<file path="src/rtl/riscv_pkg.sv">
// Shared integer-pipeline constants and types for the RISC-V core.
// Consumed by the register file and its busy-bit scoreboard.
package riscv_pkg;

  localparam int XLEN_DEFAULT  = 32;
  localparam int NREGS_DEFAULT = 32;

  typedef logic [$clog2(NREGS_DEFAULT)-1:0] reg_addr_t;

  localparam reg_addr_t ZERO_REG = '0;

endpackage

</file>
<file path="src/rtl/regfile_scoreboard.sv">
// Busy-bit scoreboard: one bit per architectural register marking an in-flight write.
// Flush beats issue, issue beats writeback clear, and x0 is never busy.
module regfile_scoreboard
  import riscv_pkg::*;
#(
  parameter  int NREGS = NREGS_DEFAULT,
  localparam int AW    = $clog2(NREGS)
) (
  input  logic             clk,
  input  logic             reset,
  input  logic             issue_valid,
  input  logic [AW-1:0]    issue_rd,
  input  logic             we,
  input  logic [AW-1:0]    wa,
  input  logic             flush,
  output logic [NREGS-1:0] busy,
  output logic             busy_any
);

  logic [NREGS-1:0] busy_next;

  always_comb begin
    // NOTE: default assigned first so every path drives busy_next and no latch is inferred.
    busy_next = busy;
    if (flush) begin
      busy_next = '0;
    end else begin
      if (we) busy_next[wa] = 1'b0;
      // The issuing instruction is younger than the one writing back, so it wins.
      if (issue_valid) busy_next[issue_rd] = 1'b1;
    end
    busy_next[AW'(ZERO_REG)] = 1'b0;
  end

  // NOTE: state registers use non-blocking assignments so all flops see pre-edge values.
  always_ff @(posedge clk) begin
    if (reset) busy <= '0;
    else       busy <= busy_next;
  end

  assign busy_any = |busy;

endmodule

</file>
<file path="src/rtl/pipe_regfile.sv">
// Integer register file with NRD combinational read ports, one write port and a busy scoreboard.
// Define REGFILE_BYPASS_EN for same-cycle writeback forwarding onto the read ports.
module pipe_regfile
  import riscv_pkg::*;
#(
  parameter  int XLEN  = XLEN_DEFAULT,
  parameter  int NREGS = NREGS_DEFAULT,
  parameter  int NRD   = 2,
  localparam int AW    = $clog2(NREGS)
) (
  input  logic                clk,
  input  logic                reset,
  input  logic [NRD*AW-1:0]   ra,
  output logic [NRD*XLEN-1:0] rd,
  output logic [NRD-1:0]      hazard,
  input  logic                we,
  input  logic [AW-1:0]       wa,
  input  logic [XLEN-1:0]     wd,
  input  logic                issue_valid,
  input  logic [AW-1:0]       issue_rd,
  input  logic                flush,
  output logic                busy_any
);

  logic [XLEN-1:0]  regs [NREGS];
  logic [NREGS-1:0] busy;
  logic             write_en;

  assign write_en = we && (wa != AW'(ZERO_REG));

  // NOTE: the array carries a reset because post-reset reads must return zero; it stays in flops.
  always_ff @(posedge clk) begin
    if (reset) begin
      for (int i = 0; i < NREGS; i++) regs[i] <= '0;
    end else if (write_en) begin
      regs[wa] <= wd;
    end
  end

  regfile_scoreboard #(
    .NREGS (NREGS)
  ) u_scoreboard (
    .clk         (clk),
    .reset       (reset),
    .issue_valid (issue_valid),
    .issue_rd    (issue_rd),
    .we          (we),
    .wa          (wa),
    .flush       (flush),
    .busy        (busy),
    .busy_any    (busy_any)
  );

  for (genvar k = 0; k < NRD; k++) begin : g_read
    logic [AW-1:0] addr;
    logic          is_zero;

    assign addr    = ra[k*AW +: AW];
    assign is_zero = (addr == AW'(ZERO_REG));

`ifdef REGFILE_BYPASS_EN
    // Writeback to the same register is forwarded, so the consumer needs no bubble.
    logic fwd;
    assign fwd                 = write_en && (wa == addr);
    assign rd[k*XLEN +: XLEN]  = is_zero ? '0 : (fwd ? wd : regs[addr]);
    assign hazard[k]           = busy[addr] && !fwd;
`else
    assign rd[k*XLEN +: XLEN]  = is_zero ? '0 : regs[addr];
    assign hazard[k]           = busy[addr];
`endif
  end

endmodule

</file>
<file path="config.mk">
export PLATFORM = sky130hd
export DESIGN_NAME = pipe_regfile
export DESIGN_NICKNAME = d
export VERILOG_FILES = /design/src/rtl/riscv_pkg.sv /design/src/rtl/regfile_scoreboard.sv /design/src/rtl/pipe_regfile.sv
export SDC_FILE = /design/constraint.sdc
export NUM_CORES = 2
export LEC_CHECK = 0
export ABC_AREA = 1
export BUFFER_PORTS_ARGS = -buffer_cell sky130_fd_sc_hd__buf_4
export CAP_MARGIN = 15
export CORE_MARGIN = 2
export CORE_UTILIZATION = 45
export CTS_CLUSTER_SIZE = 14
export DETAILED_ROUTE_END_ITERATION = 7
export GPL_TIMING_DRIVEN = 1
export PLACE_DENSITY = 0.58
export SETUP_SLACK_MARGIN = 0.5
export SLEW_MARGIN = 20
export SYNTH_ARGS = -nofsm -noshare
export SYNTH_HDL_FRONTEND = slang
export SYNTH_SLANG_ARGS = --single-unit
export TNS_END_PERCENT = 1
</file>
<file path="constraint.sdc">
create_clock -name clk -period 5.1 [get_ports clk]
set_input_delay 0.51 -clock clk [delete_from_list [all_inputs] [get_ports clk]]
set_output_delay 0.51 -clock clk [all_outputs]
set_load 0.01 [all_outputs]
</file>
==> qor.yml <==
global_route:
  grt_pass1_vias: 52600
  antenna_found_initial: 9
  overflow: 0
  grt_usage: 0.363
  grt_pass1_wl_microns: 354000
  grt_max_degree: 200
detailed_routing:
  vias: 56000
  antenna_left: 0
  wl_microns: 246000
  drt_iter0_markers: 8410
  first_pass_iters: 7
  viasPerCell: 6.11
  drc: 0
  wl_per_cell_microns: 26.9
pwr:
  ir_worst_vdd_mv: 0.282
  p_sw_uw: 6270
  power_frac_seq: 0.465
  internal_power_uw: 15700
  pwr-share-comb: 0.141
  swShare: 0.285
  powerDensity_nw_per_um2: 340
  power_frac_clock: 0.394
  leakage_uw: 0.0266
timing:
  setup_viol: 0
  max_freq_ghz: 0.236
  drv_slew: 0
  clock_skew_ns: 0
  fin_setup_tns_ns: 0
  worst_slew_pin_slew_ns: 1.22
  fin_crit_sh: 0.831
  rsz0062_at_grt: "no"
  slew_headroom: 0.189
  whs_ns: 0.0842
  fin_crit_ns: 4.24
  timing.final.hold_violations: 0
  finalWorstSetupSlack_ns: 0.864
critical_path:
  crit_path_start_kind: "input port"
  cp_max_fo: 112
  crit_type: "in -> out"
  critPathRequiredTime_ns: 4.59
  cp.arrival_ns: 3.73
  worst_setup_path_end_kind: "output pin"
die:
  die-area_sq_um: 133000
  initial_core_util: 0.453
  ios: 124
  die_height_microns: 365
  rows: 132
  dieWidth_microns: 365
  core-area_sq_um: 129000
run:
  max-cap-violations: 0
placed_design:
  gp_congestion: 0.869
  io_buffers: 123
  preCtsSetupSlack_ns: 1.02
  hpwl_microns: 133000
min_path:
  min_path_type: "in -> reg"
synthesis:
  yosys_warnings: 0
  synth_area_leader_cell: "edfxtp_1"
  ys_ff_latch: 1055
  seq_area_frac_synth: 0.535
  yosysUniqueCellTypes: 28
  netlist.area_leader.share: 0.525
  synth_area_leaders: "edfxtp_1, nand2_1, nand3_1, nor2_1, clkbuf_1"
  synthesis.area_sq_um: 58600
  netlist_instances: 7563
  syn_avg_cell_area_sq_um: 7.75
clock_tree:
  root_buffer: "clkbuf_16"
  hold_buffers: 0
  cts_made_buffers: 118
  clockBufferDepth: 3
  htreeDepth: 3
  cts_tree: "yes"
  clkSlewWorstSetupHoldPaths_ns: 0.06
  insertion_delay_ns: 0.76
  cts_setup_buffers: 0
  cts_resized: 0
  cts.sinks: 1055
layout:
  drive_gt1_frac: 0.0727
  area_growth_syn_to_layout_pct: 10.2
  fin_nets: 7382
  fillers: 12200
outcome:
  outcome: "complete, no violations"
registers in the layout, summed over array words and instances (netlist names):
register           cells
regs                1024
u_scoreboard.busy     31
power by group through the flow:
stage	logic, uW	registers, uW	clock network (uW)
6_report	3100	10200	8670
3_3_place_gp	2980	10400	0
5_1_grt	3300	10300	9020
4_1_cts	3010	10200	8690
2_1_floorplan	1790	10300	0
3_5_place_dp	3000	10400	0
per-stage QoR:
step | utilization | cells | area (sq um) | power, uW
after floorplan | - | 7594 | 58700 | 12100
after global placement | 0.470 | 8947 | 60800 | 13400
after detailed placement | 0.470 | 8947 | 60800 | 13400
after CTS | 0.500 | 9167 | 64600 | 21900
after global routing | 0.500 | 9167 | 64600 | 22600
final | 0.500 | 9170 | 64600 | 22000
final timing paths:
path / startpoint / to / slack (ns) / cells after the start
worst max-delay path: ra[5] / rd[52] / 0.86 / 7
worst min-delay path: issue_rd[2] / u_scoreboard.busy[1] / 0.08 / 4
worst max register to register: u_scoreboard.busy[24] / u_scoreboard.busy[24] / 4.41 / 2
worst min register to register: u_scoreboard.busy[18] / u_scoreboard.busy[18] / 0.49 / 2
layout by cell type, fill, tap and decap left out, types with 16 or more instances in the layout:
cell / n
clkbuf_1: 24
conb_1: 32
nand2_1: 2631
clkinv_2: 24
nor2_1: 1272
clkinv_1: 39
nand3_2: 16
a21oi_1: 167
nand3_1: 1420
inv_1: 69
clkbuf_16: 122
edfxtp_1: 1024
inv_2: 19
nand2_2: 39
o21ai_0: 142
buf_4: 236
dfxtp_1: 31
buf_12: 33
logic make-up after synthesis:
family          count (synthesis)  synth area share
compound gates                322            0.0276
buf+inv                       767            0.0542
flops                        1055             0.535
other cells                     1         0.0000640
simple gates                 5418             0.383
critical path, stage by stage:
cell	delay, ns
buf_8	0.45
inv_8	0.43
nand3_2	0.62
buf_4	0.52
nand2_1	0.10
nor2_1	0.59
buf_4	0.25
area by class of cell:
type | count | area (sq um) | area share
Antenna cell | 3 | 7.51 | 0.000116
Clock buffer | 146 | 3140 | 0.0486
Clock inverter | 74 | 661 | 0.0102
Inverter | 103 | 430 | 0.00666
Multi-Input combinational cell | 5772 | 24300 | 0.376
Sequential cell | 1055 | 31400 | 0.486
Tap cell | 1742 | 2180 | 0.0337
Timing Repair Buffer | 275 | 2510 | 0.0389
synth_stat cells:
cell type,n
dfxtp_1,31
nand4_1,2
nand3_4,10
o21ai_1,10
inv_2,8
nand2_2,1
buf_6,1
o21ai_0,142
nor2_1,1273
buf_4,1
buf_1,67
nand3_2,14
nor3_1,12
buf_2,219
nand3_1,1422
nor3_4,5
a21oi_1,167
buf_8,1
or2_2,2
conb_1,1
edfxtp_1,1024
clkinv_1,4
o211ai_1,3
nor3_2,1
inv_1,91
clkbuf_1,375
nor4_1,7
nand2_1,2669
layer usage:
metal  track usage  share of wire  wire length (microns)
met4         0.185          0.056                  13800
met2         0.567           0.45                 110000
met3        0.0859           0.13                  31600
met1         0.471           0.37                  91200
met5             0        0.00030                     73
(Power assumes the default switching activity.)
